[src/rtl/tnn_pkg.sv]
// Shared definitions for the ternary-neuron popcount datapath: trit encoding,
// frame FSM states and width helpers.
package tnn_pkg;

    localparam logic [1:0] TRIT_POS  = 2'b01;
    localparam logic [1:0] TRIT_ZERO = 2'b00;
    localparam logic [1:0] TRIT_NEG  = 2'b11;

    typedef enum logic [1:0] {
        ACCUM = 2'd0,
        DRAIN = 2'd1,
        HOLD  = 2'd2
    } state_t;

    function automatic int cnt_width(input int in_w);
        return $clog2(in_w + 1);
    endfunction

    function automatic int acc_width(input int in_w, input int max_beats);
        return $clog2(in_w * max_beats + 1) + 1;
    endfunction

    // Beat counter must be able to hold MAX_BEATS+1 so overflow stays visible.
    function automatic int beat_cnt_width(input int max_beats);
        return $clog2(max_beats + 2);
    endfunction

endpackage

[src/rtl/tnn_popcount_tree.sv]
// Exact combinational popcount of an IN_W-bit vector; the swap-in point for
// approximate counters later.
module tnn_popcount_tree
    import tnn_pkg::*;
#(
    parameter int IN_W  = 14,
    parameter int CNT_W = cnt_width(IN_W)
) (
    input  logic [IN_W-1:0]  bits,
    output logic [CNT_W-1:0] count
);

    always_comb begin
        count = '0;
        for (int i = 0; i < IN_W; i++) begin
            count = count + CNT_W'(bits[i]);
        end
    end

endmodule

[src/rtl/tnn_popcount_accum.sv]
// Streaming ternary-neuron popcount engine: accumulates popcount(pos)-popcount(neg)
// over multi-beat frames and emits the signed sum plus a thresholded trit.
module tnn_popcount_accum
    import tnn_pkg::*;
#(
    parameter int IN_W      = 14,
    parameter int MAX_BEATS = 8,
    parameter int CNT_W     = cnt_width(IN_W),
    parameter int ACC_W     = acc_width(IN_W, MAX_BEATS)
) (
    input  logic                    clk,
    input  logic                    rst_n,
    input  logic                    in_valid,
    output logic                    in_ready,
    input  logic                    in_last,
    input  logic [IN_W-1:0]         pos_bits,
    input  logic [IN_W-1:0]         neg_bits,
    input  logic signed [ACC_W-1:0] thr_lo,
    input  logic signed [ACC_W-1:0] thr_hi,
    output logic                    out_valid,
    input  logic                    out_ready,
    output logic [ACC_W-1:0]        out_sum,
    output logic [1:0]              out_trit,
    output logic                    out_ovf
);

    // Valid/ready: a beat transfers on any edge where in_valid && in_ready, a result
    // on any edge where out_valid && out_ready; ready/valid are pure state decodes.

    localparam int BC_W  = beat_cnt_width(MAX_BEATS);
    localparam int SUM_W = ACC_W + 1;
    localparam logic [BC_W-1:0] BC_LIMIT = BC_W'(MAX_BEATS);
    localparam logic [BC_W-1:0] BC_SAT   = BC_W'(MAX_BEATS + 1);
    localparam logic signed [ACC_W-1:0] ACC_MAX = {1'b0, {(ACC_W-1){1'b1}}};
    localparam logic signed [ACC_W-1:0] ACC_MIN = {1'b1, {(ACC_W-1){1'b0}}};

    state_t state, state_next;

    logic                    accept;
    logic                    handshake;
    logic [CNT_W-1:0]        pcnt_pos, pcnt_neg;
    logic [CNT_W-1:0]        s1_pos, s1_neg;
    logic                    s1_valid, s1_last;
    logic signed [ACC_W-1:0] acc, acc_next;
    logic signed [ACC_W-1:0] thr_lo_q, thr_hi_q;
    logic [BC_W-1:0]         beat_cnt;
    logic                    ovf;
    logic [SUM_W-1:0]        sum_ext;
    logic [1:0]              trit_next;

    tnn_popcount_tree #(.IN_W(IN_W), .CNT_W(CNT_W)) u_pop_pos (
        .bits  (pos_bits),
        .count (pcnt_pos)
    );

    tnn_popcount_tree #(.IN_W(IN_W), .CNT_W(CNT_W)) u_pop_neg (
        .bits  (neg_bits),
        .count (pcnt_neg)
    );

    assign in_ready  = (state == ACCUM);
    assign out_valid = (state == HOLD);
    assign accept    = in_valid && in_ready;
    assign handshake = (state == HOLD) && out_ready;

    // One extra bit of headroom lets a single beat's delta be detected as overflow.
    assign sum_ext = {acc[ACC_W-1], acc} + SUM_W'(s1_pos) - SUM_W'(s1_neg);

    always_comb begin
        acc_next = acc;
        if (s1_valid) begin
            if (sum_ext[SUM_W-1] != sum_ext[SUM_W-2]) begin
                acc_next = sum_ext[SUM_W-1] ? ACC_MIN : ACC_MAX;
            end else begin
                acc_next = sum_ext[ACC_W-1:0];
            end
        end
    end

    always_comb begin
        trit_next = TRIT_ZERO;
        if (acc_next > thr_hi_q) begin
            trit_next = TRIT_POS;
        end else if (acc_next < thr_lo_q) begin
            trit_next = TRIT_NEG;
        end
    end

    always_comb begin
        state_next = state;
        case (state)
            ACCUM:   if (accept && in_last) state_next = DRAIN;
            DRAIN:   state_next = HOLD;
            HOLD:    if (out_ready) state_next = ACCUM;
            default: state_next = ACCUM;
        endcase
    end

    always_ff @(posedge clk or negedge rst_n) begin
        if (!rst_n) begin
            state <= ACCUM;
        end else begin
            state <= state_next;
        end
    end

    always_ff @(posedge clk or negedge rst_n) begin
        if (!rst_n) begin
            s1_valid <= 1'b0;
            s1_last  <= 1'b0;
            s1_pos   <= '0;
            s1_neg   <= '0;
        end else begin
            s1_valid <= accept;
            if (accept) begin
                s1_last <= in_last;
                s1_pos  <= pcnt_pos;
                s1_neg  <= pcnt_neg;
            end
        end
    end

    always_ff @(posedge clk or negedge rst_n) begin
        if (!rst_n) begin
            acc      <= '0;
            beat_cnt <= '0;
            ovf      <= 1'b0;
            thr_lo_q <= '0;
            thr_hi_q <= '0;
        end else if (handshake) begin
            acc      <= '0;
            beat_cnt <= '0;
            ovf      <= 1'b0;
        end else begin
            acc <= acc_next;
            if (accept) begin
                if (beat_cnt != BC_SAT) beat_cnt <= beat_cnt + 1'b1;
                if (beat_cnt >= BC_LIMIT) ovf <= 1'b1;
                if (beat_cnt == '0) begin
                    thr_lo_q <= thr_lo;
                    thr_hi_q <= thr_hi;
                end
            end
        end
    end

    always_ff @(posedge clk or negedge rst_n) begin
        if (!rst_n) begin
            out_sum  <= '0;
            out_trit <= TRIT_ZERO;
            out_ovf  <= 1'b0;
        end else if (state == DRAIN && s1_valid && s1_last) begin
            out_sum  <= acc_next;
            out_trit <= trit_next;
            out_ovf  <= ovf;
        end
    end

endmodule

[config.mk]
export PLATFORM = sky130hd
export DESIGN_NAME = tnn_popcount_accum
export DESIGN_NICKNAME = d
export VERILOG_FILES = /design/src/rtl/tnn_pkg.sv /design/src/rtl/tnn_popcount_tree.sv /design/src/rtl/tnn_popcount_accum.sv
export SDC_FILE = /design/constraint.sdc
export NUM_CORES = 1
export LEC_CHECK = 0
export ABC_AREA = 0
export BUFFER_PORTS_ARGS = -buffer_cell sky130_fd_sc_hd__buf_2
export CAP_MARGIN = 30
export CORE_MARGIN = 4
export CORE_UTILIZATION = 30
export DETAILED_ROUTE_END_ITERATION = 7
export GPL_TIMING_DRIVEN = 0
export PLACE_DENSITY = 0.5
export SETUP_SLACK_MARGIN = 0.05
export SLEW_MARGIN = 20
export SYNTH_ARGS = -nofsm -noshare
export SYNTH_HDL_FRONTEND = slang
export SYNTH_SLANG_ARGS = --single-unit
[constraint.sdc]
create_clock -name clk -period 4.6 [get_ports clk]
set_input_delay 0.46 -clock clk [delete_from_list [all_inputs] [get_ports clk]]
set_output_delay 0.46 -clock clk [all_outputs]
set_load 0.01 [all_outputs]
# Word level (Yosys, flattened, before mapping)
# Index checks and enable logic that the tools add are counted.
# op_classes
addsub	29
magnitude_cmp	3
n_eq_ne	6
mux	15
bitwise_logic	1
n_reduce_logical	14
# op_table
op	count
adder 4 x 1 -> 4 bit	24
two-way mux 8 bit	4
two-way mux 4 bit	3
adder 8 x 5 -> 9 bit	1
subtractor 9 x 4 -> 9 bit	1
> comparator 8 bit	1
< comparator 8 bit	1
two-way mux 2 bit	4
one-hot mux 2 bit (3 select lines)	1
AND reduction 2 bit	3
nonzero test 2 bit	3
logical AND 1 bit	5
adder 1 x 1 -> 2 bit	2
adder 4 x 1 -> 4 bit, second input constant	1
greater-or-equal comparator 4 bit, second input constant	1
logical NOT 4 bit	1
inequality test 2 x 1 -> 1 bit, second input constant	2
inequality test 4 bit, second input constant	1
two-way mux 1 bit	3
AND reduction 3 bit	1
equality test 2 x 1 -> 1 bit, second input constant	1
equality test 2 bit, second input constant	1
logical NOT 2 bit	1
inequality test 1 bit	1
inverter 1 bit	1
# word_totals
regBits	52
inputBits	49
out_inout_bits	13
elab_cells	81

# Logic depth before layout (Yosys ltp)
# depth
word_depth	13
ltp_mapped	18
depth_no_buf	18

# Cells and area by module
# A second synthesis with hierarchy kept.
# hier_totals
hier_cells	388
area_unflattened_um2	3776.1
# by_module_without_submodules
mod	instances	cells_each	area_per_inst_um2	seq_area_each_um2
tnn_popcount_accum	1	316	3145.5	1301.2
tnn_popcount_tree	2	36	315.3	0.0

# Worst setup path after synthesis
# OpenSTA, ideal clock, no wires.
# synth_timing
path_kind	reg2reg
startpoint	reg s1_pos[1]
endpoint	reg out_trit[0]
setup_time_ps	124
t_arrival_ps	3940
t_required_ps	4476
path_slack_ps	536
stages_incl_launch_ff	18
path_buffers	0
period_less_slack_ps	4064
cell_sequence	dfrtp_1 inv_1 fa_1 inv_1 fa_1 a211oi_2 nor3_1 nor3_2 nand3_1 o211ai_1 nand2_1 ha_1 a21o_1 a211oi_1 nand2b_1 o21ai_0 nand2_1 o31a_1
# synth_between
elab_chain_cells	8
elab_cells_between_ends	10
cone_classes	add/sub: 2; order compare: 2; eq/ne: 1; mux: 5
# synth_lines
item	line	text
start: declaration	tnn_popcount_accum.sv:42	logic [CNT_W-1:0] s1_pos, s1_neg;
start signal: assignment	tnn_popcount_accum.sv:117	s1_pos <= pcnt_pos;
adder 8 x 5 -> 9 bit *	tnn_popcount_accum.sv:67	assign sum_ext = {acc[ACC_W-1], acc} + SUM_W'(s1_pos) - SUM_W'(s1_neg);
subtractor 9 x 4 -> 9 bit *	tnn_popcount_accum.sv:67	
two-way mux 8 bit or inequality test 1 bit (tied branches)	tnn_popcount_accum.sv:73, tnn_popcount_accum.sv:72	
two-way mux 8 bit *	tnn_popcount_accum.sv:72	if (sum_ext[SUM_W-1] != sum_ext[SUM_W-2]) begin
two-way mux 8 bit *	tnn_popcount_accum.sv:71	if (s1_valid) begin
named net acc_next[5]	tnn_popcount_accum.sv:44	logic signed [ACC_W-1:0] acc, acc_next;
< comparator 8 bit	tnn_popcount_accum.sv:84	end else if (acc_next < thr_lo_q) begin
two-way mux 2 bit	tnn_popcount_accum.sv:84	
two-way mux 2 bit *	tnn_popcount_accum.sv:82	if (acc_next > thr_hi_q) begin
end signal: assignment	tnn_popcount_accum.sv:154	out_trit <= trit_next;
end: declaration	tnn_popcount_accum.sv:23	output logic [1:0] out_trit,
# The timed path passes the listed nets; every way through them passes the cells marked *.
# A chain may end at the register's enable or synchronous reset.

# Worst setup path after layout
# Ends and elaborated chain as after synthesis.

==> flow_metrics.env <==
export IMPL_outcome="complete, no violations"
export IMPL_hold_violations=0
export IMPL_cp_end_kind="flip-flop"
export IMPL_ys_seq_area_share_pct=34.7
export IMPL_fin_setup_tns_ns=0
export IMPL_slew_limit_headroom_pct=55.9
export IMPL_power_w=0.00380
export IMPL_synthDistinctLibCells=52
export IMPL_fin_skew_ns=0.00661
export IMPL_synth_edf_count=0
export IMPL_ant_nets=0
export IMPL_async_flop_share_pct=100
export IMPL_hp_class="input port to async pin"
export IMPL_synth_ff_type="dfrtp_1"
export IMPL_rsz0062_at_grt="no"
export IMPL_grt_util_all_layers_pct=11.1
export IMPL_place_congestion=0.823
export IMPL_drive_gt1_share_pct=22.1
export IMPL_start_util_pct=30.9
export IMPL_antenna_found_initial=0
export IMPL_r2r_cells=17
export IMPL_clock_sinks=52
export IMPL_dr_pass1_iters=6
export IMPL_ir_drop_v=0.000346
export IMPL_path_class="flip-flop to flip-flop"
export IMPL_p_per_area_nw_per_um2=852
export IMPL_die_h_um=120
export IMPL_die_w_um=120
export IMPL_grt_start_max_net_pins=53
export IMPL_cts_buffers=5
export IMPL_insertedDiodeCount=0
export IMPL_fin_util_pct=36.8
export IMPL_synth_fp_nets=493
export IMPL_first_iter_violations=75
export IMPL_cts_buffer_depth=2
export IMPL_period_share_pct=93.7
export IMPL_crit_top_cell="inv_1"
export IMPL_required_ns=4.78
export IMPL_setup_viol=0
export IMPL_cp_arrival_ns=4.49
export IMPL_drv_slew=0
export IMPL_area_growth_pct=19.0
export IMPL_synth_area_per_cell_um2=9.73
export IMPL_fp_coreArea_um2=12100
export IMPL_synthesis_area_um2=3750
export IMPL_via_per_inst=4.45
export IMPL_crit_slowest_cell="fa_1"
export IMPL_path_cells="inv_1 > fa_1 > inv_1 > ha_1 > a211oi_1 > o21ai_2 > mux2_4 > a21o_1 > a311o_2 > inv_1 > ha_1 > nor2b_1 > o21a_1 > o21a_1 > o21ai_1 > nand2_1 > o31a_1"
export IMPL_synth_seq_cells=52
export IMPL_path_max_fanout=4
export IMPL_rows=40
export IMPL_synthesis_instances=385
export IMPL_h_tree_depth=2
export IMPL_io_pins=62
export IMPL_insertion_delay_ns=0.29
export IMPL_worst_slew_pin_slew_ns=0.662
export IMPL_min_period_ns=4.31
export IMPL_dieArea_um2=14300
export IMPL_drc=0
export IMPL_grt_ovfl_total=0
export IMPL_dp_hpwl_um=6210
export IMPL_start_kind="flip-flop"
export IMPL_clkSlewWorstSetupHoldPaths_ns=0.07
export IMPL_portBuffers=61
export IMPL_finalWirelength_um=7560
export IMPL_cts_tree="yes"
export IMPL_grt_pass1_vias=2861
export IMPL_fmax_ghz=0.232
export IMPL_p_leak_nw=2.32
export IMPL_slowest_delay_ns=0.53
export IMPL_wl_per_cell_um=12.1
export IMPL_fin_nets=563
export IMPL_max_cap_viol_count=0
export IMPL_yosysWarningCount=0
export IMPL_cts_root_buf="clkbuf_16"
export IMPL_dr_total_vias=2774
export IMPL_grt_pass1_wl_um=13000
==> worst max-delay path, delay by kind of cell (launching register included) <==
family                     cells  cell delay [ns]
muxes                          1             0.35
and+or+nand+nor                2             0.22
DFF                            1             0.32
adders and majority gates      3             1.08
buffers and inverters          3             0.22
AOI/OAI and AO/OA              8             1.99
==> layout by cell type (no fill, tap or decap), types with 14 or more instances in the layout <==
cell type and count:
a21oi_1 14, buf_2 60, dfrtp_1 52, fa_1 20, ha_1 39, inv_1 76, mux2_2 17, nand2_1 32
nor2_1 20, o21ai_0 15
==> Yosys cell counts (7+ instances only) <==
cell | number | area share [%]
dfrtp_1 | 52 | 35
clkbuf_1 | 7 | 0.70
a21o_1 | 8 | 1.6
nor2_1 | 20 | 2.0
nand2b_1 | 8 | 1.3
inv_1 | 76 | 7.6
nand2_1 | 32 | 3.2
fa_1 | 20 | 11
a21oi_1 | 14 | 1.9
o21ai_0 | 16 | 2.1
nand3_1 | 8 | 1.1
ha_1 | 39 | 13
mux2_2 | 17 | 5.1
==> sequential cells by signal (all words and copies together) (netlist names) <==
name / cells
acc: 8
out_sum: 8
thr_hi_q: 8
thr_lo_q: 8
beat_cnt: 4
s1_neg: 4
s1_pos: 4
out_trit: 2
state: 2
out_ovf: 1
ovf: 1
s1_last: 1
s1_valid: 1
==> layer usage <==
metal / share of wire, % / up-vias / global-route usage [%]
met3: 3.8 / 13 / 2.50
met5: 0 / - / 0
li1: - / 1403 / -
met1: 47 / 1307 / 14.7
met4: 1.9 / 0 / 3.36
met2: 47 / 51 / 18.2
==> what timing repair did <==
| action | in CTS | in global routing |
|---|---|---|
| gates resized for setup | 0 | 4 |
| buffers inserted | 2 | 0 |
| hold buffers | 0 | 0 |
| setup endpoints to repair | 1 | 2 |
| gates cloned | 0 | 0 |
| pin swaps | 1 | 1 |
| endpoints found under the hold margin | 0 | 0 |
==> power breakdown <==
group	leakage, nW	switching, W	internal [W]	total (W)
clock	0.0798	0.000167	0.000256	0.000423
sequential	0.645	0.000120	0.000666	0.000786
combinational	1.60	0.00144	0.00115	0.00259
total	2.32	0.00173	0.00207	0.00380
==> cells by family (layout without fill, tap and decap cells) <==
kind of cell             count (synthesis)  count (layout)  share of synthesized area, %
AND/OR/NAND/NOR                         89              89                          11.7
flip-flops                              52              52                          34.7
adder cells (fa/ha/maj)                 59              59                          23.7
AO/OA/AOI/OAI                           69              69                          12.5
XOR/XNOR                                12              12                          2.80
buffers and inverters                   83             154                          8.31
multiplexers                            21              21                          6.31
==> path summary, 6_finish.rpt <==
check                                        from                       to  slack, ns
min                                         rst_n  thr_hi_q[6]$_DFFE_PN0P_       0.20
max                         s1_pos[1]$_DFFE_PN0P_  out_trit[0]$_DFFE_PN0P_       0.29
min in group clk                        thr_lo[6]  thr_lo_q[6]$_DFFE_PN0P_       0.40
max in group asynchronous                   rst_n         acc[2]$_DFF_PN0_       3.96
min reg2reg                out_sum[7]$_DFFE_PN0P_   out_sum[7]$_DFFE_PN0P_       0.48
max reg2reg                 s1_pos[1]$_DFFE_PN0P_  out_trit[0]$_DFFE_PN0P_       0.29
==> per-stage QoR <==
step                worst slack (ns)  area, um^2  std cells  hold slack, ns
global placement              0.0421        4260        614           0.459
global route                  0.0340        4460        624           0.266
CTS                            0.182        4450        624           0.237
finish                         0.292        4460        624           0.200
detailed placement            0.0272        4270        614           0.466
floorplan                      0.536        3750        385           0.164
==> layout make-up <==
class                           instances  area, um^2
Tap cell                              168         210
Multi-Input combinational cell        250        2140
Clock inverter                          3        42.5
Buffer                                  7        26.3
Sequential cell                        52        1300
Timing Repair Buffer                   63         323
Inverter                               76         285
Fill cell                            1271        7650
Clock buffer                            5         125
Power figures use the tool's default switching activity.
